[src/rtl/tetris_pkg.sv]
// Shared definitions for the falling-figure timing logic: BCD level decoding
// and the level-to-drop-period curve.
package tetris_pkg;

  localparam int PERIOD_MS_WIDTH = 11;
  localparam int LEVEL_WIDTH     = 7;

  // Two-digit BCD to 1..99; out-of-range digits saturate at 9 and level 0 plays as 1.
  function automatic logic [LEVEL_WIDTH-1:0] bcd2_to_level(input logic [7:0] bcd);
    logic [3:0]             tens;
    logic [3:0]             units;
    logic [LEVEL_WIDTH-1:0] lvl;
    tens  = (bcd[7:4] > 4'd9) ? 4'd9 : bcd[7:4];
    units = (bcd[3:0] > 4'd9) ? 4'd9 : bcd[3:0];
    lvl   = LEVEL_WIDTH'(tens) * LEVEL_WIDTH'(10) + LEVEL_WIDTH'(units);
    if (lvl == '0) lvl = LEVEL_WIDTH'(1);
    return lvl;
  endfunction

  // Linear speed-up per level with a floor. lvl is never 0, so lvl-1 cannot wrap,
  // and the reduction is compared before subtracting so nothing underflows.
  function automatic logic [PERIOD_MS_WIDTH-1:0] level_to_period_ms(
    input logic [LEVEL_WIDTH-1:0] lvl,
    input int unsigned            base_ms,
    input int unsigned            step_ms,
    input int unsigned            min_ms
  );
    int unsigned                drop_ms;
    logic [PERIOD_MS_WIDTH-1:0] period;
    drop_ms = (32'(lvl) - 32'd1) * step_ms;
    if (drop_ms >= base_ms - min_ms) period = PERIOD_MS_WIDTH'(min_ms);
    else                             period = PERIOD_MS_WIDTH'(base_ms - drop_ms);
    return period;
  endfunction

endpackage

[src/rtl/tetris_drop_timer_if.sv]
// Game-side connection of the gravity timer.
interface tetris_drop_timer_if;
  import tetris_pkg::*;

  // No valid/ready here: level_changed_i, restart_i and drop_tick_o are single-cycle
  // pulses acted on the cycle they are high; pause_i and soft_drop_i are levels;
  // level_i is sampled every cycle.
  logic [7:0]                 level_i;
  logic                       level_changed_i;
  logic                       restart_i;
  logic                       pause_i;
  logic                       soft_drop_i;
  logic                       drop_tick_o;
  logic [PERIOD_MS_WIDTH-1:0] period_ms_o;

  modport master (
    output level_i, level_changed_i, restart_i, pause_i, soft_drop_i,
    input  drop_tick_o, period_ms_o
  );

  modport slave (
    input  level_i, level_changed_i, restart_i, pause_i, soft_drop_i,
    output drop_tick_o, period_ms_o
  );

endinterface

[src/rtl/tetris_ms_strobe.sv]
// Millisecond prescaler with clear and hold; also usable for key auto-repeat.
module tetris_ms_strobe #(
  parameter int unsigned DIV = 25_000
) (
  input  logic clk,
  input  logic srst_i,
  input  logic clear_i,
  input  logic hold_i,
  output logic ms_stb_o
);

  localparam int unsigned   PW        = (DIV > 1) ? $clog2(DIV) : 1;
  localparam logic [PW-1:0] PRESC_MAX = PW'(DIV - 1);

  logic [PW-1:0] presc;

  always_ff @(posedge clk) begin
    if (srst_i || clear_i) begin
      presc <= '0;
    end else if (!hold_i) begin
      presc <= (presc == PRESC_MAX) ? '0 : presc + PW'(1);
    end
  end

  // Qualified so it only marks milliseconds that actually elapse.
  assign ms_stb_o = (presc == PRESC_MAX) && !hold_i && !clear_i;

endmodule

[src/rtl/tetris_drop_timer.sv]
// Gravity timer: turns the BCD level into a drop period and emits one-cycle drop ticks,
// with soft drop, pause and restart on figure spawn or level change.
module tetris_drop_timer
  import tetris_pkg::*;
#(
  parameter int unsigned CLK_FREQ_HZ         = 25_000_000,
  parameter int unsigned BASE_PERIOD_MS      = 1000,
  parameter int unsigned STEP_MS             = 50,
  parameter int unsigned MIN_PERIOD_MS       = 50,
  parameter int unsigned SOFT_DROP_PERIOD_MS = 30
) (
  input  logic                clk,
  input  logic                srst_i,
  tetris_drop_timer_if.slave  bus
);

  localparam int unsigned MAX_PERIOD_MS = (1 << PERIOD_MS_WIDTH) - 1;

  generate
    if (CLK_FREQ_HZ < 1000 || (CLK_FREQ_HZ % 1000) != 0) begin : g_bad_clk
      $error("CLK_FREQ_HZ must be a non-zero multiple of 1000");
    end
    if (BASE_PERIOD_MS > MAX_PERIOD_MS || SOFT_DROP_PERIOD_MS > MAX_PERIOD_MS) begin : g_bad_wide
      $error("drop periods must not exceed 2047 ms");
    end
    if (MIN_PERIOD_MS == 0 || SOFT_DROP_PERIOD_MS == 0 || MIN_PERIOD_MS > BASE_PERIOD_MS) begin : g_bad_range
      $error("periods must be non-zero and MIN_PERIOD_MS must not exceed BASE_PERIOD_MS");
    end
  endgenerate

  localparam logic [PERIOD_MS_WIDTH-1:0] BASE_MS = PERIOD_MS_WIDTH'(BASE_PERIOD_MS);
  localparam logic [PERIOD_MS_WIDTH-1:0] SOFT_MS = PERIOD_MS_WIDTH'(SOFT_DROP_PERIOD_MS);

  logic [LEVEL_WIDTH-1:0]     level;
  logic [PERIOD_MS_WIDTH-1:0] level_period;
  logic [PERIOD_MS_WIDTH-1:0] eff_period;
  logic [PERIOD_MS_WIDTH-1:0] period_q;
  logic [PERIOD_MS_WIDTH-1:0] ms_cnt;
  logic                       restart;
  logic                       ms_stb;
  logic                       terminal;
  logic                       drop_tick_q;

  assign level        = bcd2_to_level(bus.level_i);
  assign level_period = level_to_period_ms(level, BASE_PERIOD_MS, STEP_MS, MIN_PERIOD_MS);
  assign restart      = bus.restart_i || bus.level_changed_i;

  always_comb begin
    eff_period = level_period;
    if (bus.soft_drop_i && (SOFT_MS < level_period)) eff_period = SOFT_MS;
  end

  tetris_ms_strobe #(
    .DIV (CLK_FREQ_HZ / 1000)
  ) u_ms_strobe (
    .clk      (clk),
    .srst_i   (srst_i),
    .clear_i  (restart),
    .hold_i   (bus.pause_i),
    .ms_stb_o (ms_stb)
  );

  // >= rather than == so a period that shrinks under the running count fires on
  // the next millisecond instead of waiting for the counter to wrap.
  // ms_stb is already low during pause and restart, which suppresses the tick.
  assign terminal = ms_stb && (ms_cnt >= period_q - PERIOD_MS_WIDTH'(1));

  always_ff @(posedge clk) begin
    if (srst_i) begin
      period_q    <= BASE_MS;
      ms_cnt      <= '0;
      drop_tick_q <= 1'b0;
    end else begin
      period_q    <= eff_period;
      drop_tick_q <= terminal;
      if (restart || terminal) begin
        ms_cnt <= '0;
      end else if (ms_stb) begin
        ms_cnt <= ms_cnt + PERIOD_MS_WIDTH'(1);
      end
    end
  end

  assign bus.drop_tick_o = drop_tick_q;
  assign bus.period_ms_o = period_q;

endmodule
[src/flat_wrapper.sv]
// flat-port wrapper written by rule: the top's interface ports become plain ports
module tetris_drop_timer_flat import tetris_pkg::*;
#(
  parameter int unsigned CLK_FREQ_HZ         = 25_000_000,
  parameter int unsigned BASE_PERIOD_MS      = 1000,
  parameter int unsigned STEP_MS             = 50,
  parameter int unsigned MIN_PERIOD_MS       = 50,
  parameter int unsigned SOFT_DROP_PERIOD_MS = 30
)
  (clk, srst_i, bus_level_i, bus_level_changed_i, bus_restart_i, bus_pause_i, bus_soft_drop_i, bus_drop_tick_o, bus_period_ms_o);
  tetris_drop_timer_if bus_i ();
  input  logic clk;
  input  logic srst_i;
  input wire logic [$bits(bus_i.level_i)-1:0] bus_level_i;
  input wire logic [$bits(bus_i.level_changed_i)-1:0] bus_level_changed_i;
  input wire logic [$bits(bus_i.restart_i)-1:0] bus_restart_i;
  input wire logic [$bits(bus_i.pause_i)-1:0] bus_pause_i;
  input wire logic [$bits(bus_i.soft_drop_i)-1:0] bus_soft_drop_i;
  output wire logic [$bits(bus_i.drop_tick_o)-1:0] bus_drop_tick_o;
  output wire logic [$bits(bus_i.period_ms_o)-1:0] bus_period_ms_o;
  assign bus_i.level_i = bus_level_i;
  assign bus_i.level_changed_i = bus_level_changed_i;
  assign bus_i.restart_i = bus_restart_i;
  assign bus_i.pause_i = bus_pause_i;
  assign bus_i.soft_drop_i = bus_soft_drop_i;
  assign bus_drop_tick_o = bus_i.drop_tick_o;
  assign bus_period_ms_o = bus_i.period_ms_o;
  tetris_drop_timer #(.CLK_FREQ_HZ(CLK_FREQ_HZ), .BASE_PERIOD_MS(BASE_PERIOD_MS), .STEP_MS(STEP_MS), .MIN_PERIOD_MS(MIN_PERIOD_MS), .SOFT_DROP_PERIOD_MS(SOFT_DROP_PERIOD_MS)) u_core (.clk(clk), .srst_i(srst_i), .bus(bus_i));
endmodule
[config.mk]
export PLATFORM = sky130hd
export DESIGN_NAME = tetris_drop_timer_flat
export DESIGN_NICKNAME = d
export VERILOG_FILES = /design/src/rtl/tetris_pkg.sv /design/src/rtl/tetris_drop_timer_if.sv /design/src/rtl/tetris_ms_strobe.sv /design/src/rtl/tetris_drop_timer.sv /design/src/flat_wrapper.sv
export SDC_FILE = /design/constraint.sdc
export NUM_CORES = 1
export LEC_CHECK = 0
export CAP_MARGIN = 20
export CORE_MARGIN = 4
export CORE_UTILIZATION = 64
export DETAILED_ROUTE_END_ITERATION = 8
export HOLD_SLACK_MARGIN = 0.15
export PLACE_DENSITY = 0.82
export RECOVER_POWER = 50
export SYNTH_ARGS = -nofsm -noshare
export SYNTH_HDL_FRONTEND = slang
export SYNTH_SLANG_ARGS = --single-unit
[constraint.sdc]
create_clock -name clk -period 17 [get_ports clk]
set_input_delay 3.4 -clock clk [delete_from_list [all_inputs] [get_ports clk]]
set_output_delay 3.4 -clock clk [all_outputs]
set_load 0.03 [all_outputs]
==> run_results.csv, run 1 <==
group,metric,value,unit
outcome,status,"finished clean",
clock_tree,cts_hold_buf,0,
cells_and_area,syn2layout_area_growth,11.1,%
route,dr.pass1.iters,4,
die,dieArea,6650,sq um
placement,dp_hpwl,5600,um
clock_tree,cts_buffers,5,
timing,holdWs,0.531,ns
die,io_pins,26,
cells_and_area,fin_util,74.3,%
global_route,grt_max_degree,15,
critical_path,reg2reg_from,"u_core.bus.period_ms_o[3]$_SDFF_PP1_",
global_route,first_global_vias,2709,
route,wirelength,6550,um
pwr,peakVddDrop,0.0000796,V
timing,tns,0,ns
clock_tree,path_clk_slew,0.07,ns
clock_tree,clkSinkCount,37,
timing,final-max-slew-violation-count,0,
synthesis,ys_seq_area_share,21.4,%
clock_tree,root_buffer,"clkbuf_8",
global_route,grt_usage,21.7,%
clock_tree,cts.htree.levels,2,
pwr,leakage,0.00161,uW
route,num_vias,2789,
critical_path,cp_common_cell,"ha_1",
worst_hold_path,hold_class,"reg2reg",
critical_path,slowest_stage,"fa_1",
clock_tree,clk_latency,0.29,ns
cells_and_area,drive_above_1_share,7.19,%
critical_path,end_kind,"flop",
route,ant_nets,0,
route,drc,0,
critical_path,startpoint,"bus_level_i[6]",
critical_path,slowest_delay,0.56,ns
global_route,grt_first_pass_wirelength,11600,um
clock_tree,cts_resized,0,
timing,setup_viol,0,
placement,gp_congestion,0.889,
route,initialDrtViolationCount,119,
worst_hold_path,hold_start,"u_core.u_ms_strobe.presc[14]$_SDFFE_PP0N_",
placement,io_buffer_count,24,
timing,period_share,58.9,%
critical_path,arrival,10.22,ns
die,core.rowCount,26,
die,initial_core_util,66.9,%
placement,dp_cells,493,
timing,worst_slew_pin_slew,0.800,ns
pwr,finalPower,488,uW
critical_path,cp_max_fo,7,
timing,fmax,0.0998,GHz
clock_tree,cts_tree,"yes",
route,via_per_inst,5.57,
die,core,5170,sq um
cells_and_area,fillCellCount,385,
route,wl_per_cell,13.1,um
timing,fin_worst_skew,0.00558,ns
timing,max_slew_margin,46.3,%
clock_tree,cts_max_path_buffers,2,
die,die_h,81.5,um
critical_path,critical_path_class,"in2reg",
timing,finalCriticalPeriod,10.02,ns
clock_tree,post_cts_buffers,0,
synthesis,ys_ff_latch,37,
synthesis,netlist_area,3460,sq um
pwr,power_density,127,nW/um^2
run,max-cap-violations,0,
timing,hold_viol_final,0,
synthesis,yosys_warnings,0,
critical_path,cp-start-kind,"input pin",
timing,grt_setup_unrepaired,"false",
die,dieWidth,81.5,um
cells_and_area,num_antenna_cells,0,
synthesis,ys_types,66,
synthesis,syn_inst,404,
global_route,antenna_found_initial,0,
global_route,grt_overflow_total,0,
synthesis,synth-async-reset-ratio,0,%
critical_path,cp_data_required_time,17.20,ns
synthesis,syn_avg_cell_area,8.56,sq um
cells_and_area,layout.nets,498,
cells_and_area,final_cells,501,
synthesis,yosys_most_used_dff,"dfxtp_1",
synthesis,synth_edf_count,0,
[critical path, delay by kind of cell]
family / cells / cell delay, ns
simple gates: 9 / 1.50
compound gates: 9 / 2.11
buf+inv: 3 / 0.64
xor+xnor: 2 / 0.46
fa+ha+maj: 6 / 2.12
[power breakdown]
group / internal, uW / leakage (uW) / total [uW] / switching (uW)
Clock: 28.2 / 0.0000439 / 58.4 / 30.1
Sequential: 95.5 / 0.000302 / 106 / 10.4
Combinational: 134 / 0.00126 / 324 / 191
Total: 257 / 0.00161 / 488 / 231
[path summary, 6_finish.rpt]
kind                            depth (start not counted)                                   endpoint  slack [ns]
worst max register to register                          9              u_core.ms_cnt[6]$_SDFFE_PP0P_       14.23
worst min register to register                          2  u_core.u_ms_strobe.presc[14]$_SDFFE_PP0N_        0.53
worst max-delay path                                   29       u_core.bus.period_ms_o[8]$_SDFF_PP1_        6.98
worst min-delay path                                    2  u_core.u_ms_strobe.presc[14]$_SDFFE_PP0N_        0.53
[metal layers]
layer  part of all wire [%]  vias to the layer above  GRT usage [%]
met1                     45                     1303           25.7
li1                       -                     1434              -
met3                    2.6                        7           2.63
met4                    1.3                        0           6.59
met5                      0                        -              0
met2                     51                       45           40.4
[area by class of cell]
class	count	area, sq um	area share [%]
Sequential cell	37	741	19.3
Clock inverter	3	17.5	0.456
Inverter	35	131	3.42
Tap cell	70	87.6	2.28
Multi-Input combinational cell	327	2560	66.5
Timing Repair Buffer	24	240	6.25
Clock buffer	5	68.8	1.79
[state kept, by name (all words and copies together), names as in the netlist]
register	count
u_core.bus.period_ms_o	10
u_core.bus.drop_tick_o	1
u_core.u_ms_strobe.presc	15
u_core.ms_cnt	11
[cell usage in the layout (no fill, tap or decap), drive strengths merged, types with 4 or more instances in the layout]
cell type	Yosys	layout
nor2	52	52
ha	45	45
dfxtp	37	37
inv	35	35
nand2	32	32
xor2	30	30
xnor2	25	25
dlygate4sd3	0	13
clkdlybuf4s50	0	11
o21ai	10	10
fa	9	9
a21oi	9	9
nand3	8	8
nand4	8	8
nor3	8	8
or3	6	6
a31oi	6	6
o31ai	6	6
nor2b	5	5
and3	5	5
clkbuf	5	5
nand2b	5	5
or2	5	5
a21o	4	4
nor4	4	4
[through the flow]
| stage | setup WS [ns] | instance area, sq um |
|---|---|---|
| 2_1_floorplan | 7.78 | 3470 |
| 3_3_place_gp | 6.80 | 3760 |
| 3_5_place_dp | 6.66 | 3760 |
| 4_1_cts | 6.95 | 3840 |
| 5_1_grt | 6.41 | 3840 |
| 6_report | 6.98 | 3840 |
[cells in the mapped netlist (3+ instances only)]
cell / instances / area [sq um]
o31ai_1: 4 / 30.0
or3_1: 5 / 31.3
nor3_1: 7 / 35.0
xor2_1: 30 / 263
nand4b_1: 3 / 26.3
nand2b_1: 4 / 25.0
o21ai_0: 7 / 35.0
dfxtp_1: 37 / 741
nor4_1: 3 / 18.8
nand2_1: 32 / 120
nor2b_1: 5 / 31.3
and3_1: 5 / 31.3
nor2_1: 52 / 195
or2_2: 4 / 25.0
nand3_1: 8 / 40.0
nor4b_1: 3 / 26.3
fa_1: 9 / 180
ha_1: 45 / 563
inv_1: 35 / 131
nand4_1: 7 / 43.8
a21oi_1: 8 / 40.0
o21a_1: 3 / 22.5
a21o_1: 4 / 30.0
clkbuf_1: 5 / 18.8
a31oi_1: 5 / 31.3
xnor2_1: 23 / 201
[logic make-up after synthesis]
group           count (synthesis)  synth area share, %
simple gates                  154                 23.0
compound gates                 57                 13.3
xor+xnor                       55                 14.4
fa+ha+maj                      54                 21.5
buf+inv                        42                 4.88
flops                          37                 21.4
mux                             4                 1.45
other cells                     1                0.108
No activity file was read; power rests on OpenSTA's default activity.
==> run 2, diff against run 1 <==
- CORE_UTILIZATION: 64 -> 60
- PLACE_DENSITY: 0.82 -> 0.77
- clock period: 17 -> 9.7 ns (I/O delays scaled with it)
==> run_results.csv, run 2 (same netlist as run 1, synthesis figures left out) <==
group,metric,value,unit
clock_tree,root_buffer,"clkbuf_8",
route,ant_nets,0,
timing,grt_setup_unrepaired,"false",
clock_tree,cts_tree,"yes",
run,max-cap-violations,0,
critical_path,cp_data_required_time,9.90,ns
critical_path,cp_max_fo,7,
global_route,grt_max_degree,15,
route,dr.pass1.iters,5,
die,die_h,83.9,um
pwr,power_density,231,nW/um^2
global_route,grt_util_met1,24.2,%
cells_and_area,drive_above_1_share,6.96,%
placement,gp_congestion,0.913,
cells_and_area,largest_reg_flops,15,
timing,max_slew_margin,46.6,%
timing,worst_slew_pin_slew,0.794,ns
cells_and_area,final_cell_mix,"52 x nor2_1, 45 x ha_1, 37 x dfxtp_1",
critical_path,cp_common_cell,"ha_1",
route,drc,0,
cells_and_area,layout.nets,498,
timing,fin_worst_skew,0.00396,ns
clock_tree,clk_latency,0.29,ns
clock_tree,cts_buffers,5,
cells_and_area,num_antenna_cells,0,
die,dieWidth,83.9,um
global_route,grt_overflow_total,0,
route,initialDrtViolationCount,89,
timing,period_share,88.9,%
pwr,peakVddDrop,0.000115,V
outcome,status,"finished clean",
global_route,antenna_found_initial,0,
cells_and_area,largest_register,"u_core.u_ms_strobe.presc",
clock_tree,path_clk_slew,0.07,ns
route,wl_per_cell,13.5,um
timing,finalCriticalPeriod,8.62,ns
global_route,top_usage_layer,"met2",
clock_tree,cts_hold_buf,0,
die,io_pins,26,
worst_hold_path,hold_class,"reg2reg",
timing,final-max-slew-violation-count,0,
timing,setup_viol,0,
cells_and_area,final_common_cell,"nor2_1",
die,dieArea,7050,sq um
timing,fmax,0.116,GHz
critical_path,cp_top_family,"compound AO/OA/AOI/OAI gates",
global_route,use_met3,2.37,%
clock_tree,cts.htree.levels,2,
pwr,leakage,0.00162,uW
placement,dp_hpwl,5640,um
cells_and_area,syn2layout_area_growth,12.0,%
critical_path,cp.buffers_inverters,3,
timing,hold_viol_final,0,
timing,tns,0,ns
placement,io_buffer_count,24,
route,wirelength,6770,um
die,initial_core_util,62.4,%
global_route,first_global_vias,2782,
clock_tree,cts_resized,0,
critical_path,slowest_delay,0.54,ns
critical_path,critical_path_class,"in2reg",
clock_tree,cts_max_path_buffers,2,
global_route,met2_usage,36.7,%
route,via_per_inst,5.58,
global_route,grt_usage,19.9,%
critical_path,arrival,8.82,ns
critical_path,cp-start-kind,"input pin",
cells_and_area,fin_util,70.0,%
critical_path,slowest_stage,"fa_1",
critical_path,end_kind,"flop",
clock_tree,post_cts_buffers,0,
route,num_vias,2809,
die,core,5540,sq um
global_route,grt_first_pass_wirelength,12000,um
die,core.rowCount,27,
clock_tree,clkSinkCount,37,
-- run 2: cell types whose count changed in the layout (fill, tap and decap cells not counted) --
cell	delta
clkbuf_1	+1
clkinv_2	-2
clkbuf_8	+1
bufinv_16	+1
clkinvlp_4	-1
-- run 2: path summary, 6_finish.rpt --
path	slack, ns	depth (start not counted)	endpoint	from
setup / recovery	1.08	29	u_core.bus.period_ms_o[8]$_SDFF_PP1_	bus_level_i[6]
hold / removal	0.54	2	u_core.u_ms_strobe.presc[14]$_SDFFE_PP0N_	u_core.u_ms_strobe.presc[14]$_SDFFE_PP0N_
setup reg to reg	7.03	9	u_core.ms_cnt[10]$_SDFFE_PP0P_	u_core.bus.period_ms_o[3]$_SDFF_PP1_
hold reg to reg	0.54	2	u_core.u_ms_strobe.presc[14]$_SDFFE_PP0N_	u_core.u_ms_strobe.presc[14]$_SDFFE_PP0N_
-- run 2: worst reg2reg max path: stages, from the launching register on --
cell	delay (ns)
dfxtp_1	0.35
nor4_1	0.38
nand2b_1	0.12
or3_1	0.37
nor3_1	0.20
xnor2_1	0.15
ha_1	0.24
or2_2	0.30
a31o_1	0.34
nor2_1	0.16
-- run 2: power by group --
group	internal, uW	total [uW]	switching [uW]	leakage [uW]
clock	83.8	137	52.8	0.0000585
combinational	234	573	339	0.00126
sequential	167	185	17.2	0.000302
-- run 2: cell type report --
cell class	instances	area, sq um
clock buffer	7	86.3
sequential	37	741
timing repair buffer	24	240
multi-input combinational	327	2560
clock inverter	1	30.0
fill	442	1660
inverter	35	131
tap	72	90.1
-- run 2: per-stage QoR --
stage / area, sq um / power [uW] / cells / setup slack (ns) / hold WS [ns]
final: 3880 / 894 / 503 / 1.08 / 0.537
after global placement: 3760 / 751 / 495 / 0.916 / 0.499
after CTS: 3880 / 904 / 503 / 1.06 / 0.536
after global routing: 3880 / 973 / 503 / 0.635 / 0.553
after detailed placement: 3760 / 764 / 495 / 0.800 / 0.524
after floorplan: 3470 / 628 / 406 / 1.94 / 0.479
-- run 2: per-layer routing --
layer  routed length (um)  up-vias  part of all wire (%)
met5                    0        -                     0
met4                   80        0                   1.2
met3                  190        6                   2.8
met2                 3460       41                    51
met1                 3040     1321                    45
li1                     -     1441                     -
==> run 3, diff against run 2 <==
- CAP_MARGIN: 20 -> not set
- CELL_PAD_IN_SITES_DETAIL_PLACEMENT: not set -> 1
- CELL_PAD_IN_SITES_GLOBAL_PLACEMENT: not set -> 1
- CORE_UTILIZATION: 60 -> 46
- PLACE_DENSITY: 0.77 -> 0.78
==> run_results.csv, run 3 (same netlist as run 1, synthesis figures left out) <==
group,metric,value,unit
clock_tree,cts_max_path_buffers,2,
critical_path,end_kind,"flop",
critical_path,cp_data_required_time,9.84,ns
timing,final-max-slew-violation-count,0,
cells_and_area,final_cell_mix,"52 x nor2_1, 45 x ha_1, 37 x dfxtp_1",
route,dr.pass1.iters,4,
placement,postPlaceCellArea,3790,sq um
critical_path,arrival,8.82,ns
timing,fmax,0.115,GHz
worst_hold_path,hold_path_depth,2,
pwr,peakVddDrop,0.000138,V
cells_and_area,num_antenna_cells,0,
placement,io_buffer_count,24,
pwr,power_density,224,nW/um^2
die,core.rowCount,31,
timing,finalCriticalPeriod,8.68,ns
die,core,7290,sq um
clock_tree,cts_tree,"yes",
clock_tree,cts_resized,0,
clock_tree,root_buffer,"clkbuf_8",
global_route,grt_overflow_total,0,
placement,dp_hpwl,6670,um
clock_tree,path_clk_slew,0.07,ns
timing,worst_slew_pin_slew,0.782,ns
clock_tree,cts_hold_buf,0,
cells_and_area,final_cells,530,
clock_tree,clkSinkCount,37,
cells_and_area,largest_register,"u_core.u_ms_strobe.presc",
critical_path,r2r_cells,9,
timing,hold_viol_final,0,
worst_hold_path,hold_end,"u_core.u_ms_strobe.presc[14]$_SDFFE_PP0N_",
die,initial_core_util,47.4,%
route,drc,0,
global_route,grt_first_pass_wirelength,13700,um
route,wirelength,7740,um
critical_path,reg2reg_from,"u_core.bus.period_ms_o[3]$_SDFF_PP1_",
critical_path,r2r_end,"u_core.ms_cnt[1]$_SDFFE_PP0P_",
critical_path,cp-start-kind,"input pin",
critical_path,slowest_stage,"fa_1",
global_route,grt_usage,18.7,%
worst_hold_path,hold_class,"reg2reg",
cells_and_area,final_area,3870,sq um
timing,holdWs,0.522,ns
critical_path,cp_max_fo,7,
cells_and_area,final_common_cell,"nor2_1",
clock_tree,cts.htree.levels,2,
route,via_per_inst,5.41,
timing,setup_viol,0,
clock_tree,clk_latency,0.28,ns
route,wl_per_cell,14.6,um
timing,grt_setup_unrepaired,"false",
critical_path,slowest_delay,0.56,ns
global_route,grt_max_degree,15,
route,ant_nets,0,
die,io_pins,26,
pwr,leakage,0.00160,uW
die,die_h,94.7,um
timing,tns,0,ns
timing,max_slew_margin,47.4,%
worst_hold_path,hold_start,"u_core.u_ms_strobe.presc[14]$_SDFFE_PP0N_",
timing,period_share,89.5,%
cells_and_area,fin_util,53.1,%
global_route,antenna_found_initial,0,
cells_and_area,layout.nets,498,
global_route,first_global_vias,3039,
cells_and_area,largest_reg_flops,15,
clock_tree,post_cts_buffers,0,
die,dieWidth,94.7,um
critical_path,critical_path_class,"in2reg",
die,dieArea,8970,sq um
timing,fin_worst_skew,0.00831,ns
critical_path,r2r_slack,6.97,ns
route,num_vias,2865,
cells_and_area,syn2layout_area_growth,12.0,%
placement,dp_cells,522,
critical_path,cp_common_cell,"ha_1",
outcome,status,"finished clean",
clock_tree,cts_buffers,5,
cells_and_area,drive_above_1_share,6.50,%
run,max-cap-violations,0,
route,initialDrtViolationCount,44,
placement,gp_congestion,0.854,
-- run 3: changes by cell type in the layout (fill, tap and decap cells not counted), sizes merged --
cell	before	now
clkbuf	7	8
bufinv	1	0
-- run 3: worst max path at each step --
stage | from | to | slack (ns) | cells after the start
after floorplan | bus_level_i[6] | u_core.bus.period_ms_o[7]$_SDFF_PP1_ | 1.94 | 26
after global placement | bus_level_i[6] | u_core.bus.period_ms_o[2]$_SDFF_PP0_ | 0.89 | 29
after detailed placement | bus_level_i[7] | u_core.bus.period_ms_o[3]$_SDFF_PP1_ | 0.72 | 29
after CTS | bus_level_i[7] | u_core.bus.period_ms_o[8]$_SDFF_PP1_ | 1.01 | 29
after global routing | bus_level_i[7] | u_core.bus.period_ms_o[3]$_SDFF_PP1_ | 0.42 | 30
final | bus_level_i[6] | u_core.bus.period_ms_o[3]$_SDFF_PP1_ | 1.02 | 29
-- run 3: routing by layer --
layer | global-route usage (%) | vias up | share of wire, %
met3 | 2.07 | 10 | 1.8
met1 | 23.1 | 1390 | 45
met2 | 33.6 | 34 | 52
li1 | - | 1431 | -
met5 | 0 | - | 0
met4 | 5.65 | 0 | 1.4
-- run 3: critical path: cells and delay by family --
kind	cells	cell delay, ns
buffers and inverters	3	0.62
AO/OA/AOI/OAI	9	2.10
XOR/XNOR	2	0.47
AND/OR/NAND/NOR	9	1.54
adder cells (fa/ha/maj)	6	2.14
-- run 3: report_power, final --
group	internal, uW	total, uW	switching, uW
registers	167	186	18.4
logic	235	582	347
clock network	51.0	101	50.3
total	453	869	416
-- run 3: metrics by stage --
| step | setup slack (ns) | power (uW) |
|---|---|---|
| after detailed placement | 0.720 | 782 |
| after global routing | 0.417 | 954 |
| after CTS | 1.01 | 885 |
| final | 1.02 | 869 |
| after floorplan | 1.94 | 628 |
| after global placement | 0.889 | 763 |
-- run 3: area by class of cell --
| type | instances | area (sq um) |
|---|---|---|
| clock buffer | 8 | 80.1 |
| fill | 920 | 3420 |
| inverter | 35 | 131 |
| multi-input combinational | 327 | 2560 |
| sequential | 37 | 741 |
| tap | 99 | 124 |
| timing repair buffer | 24 | 240 |
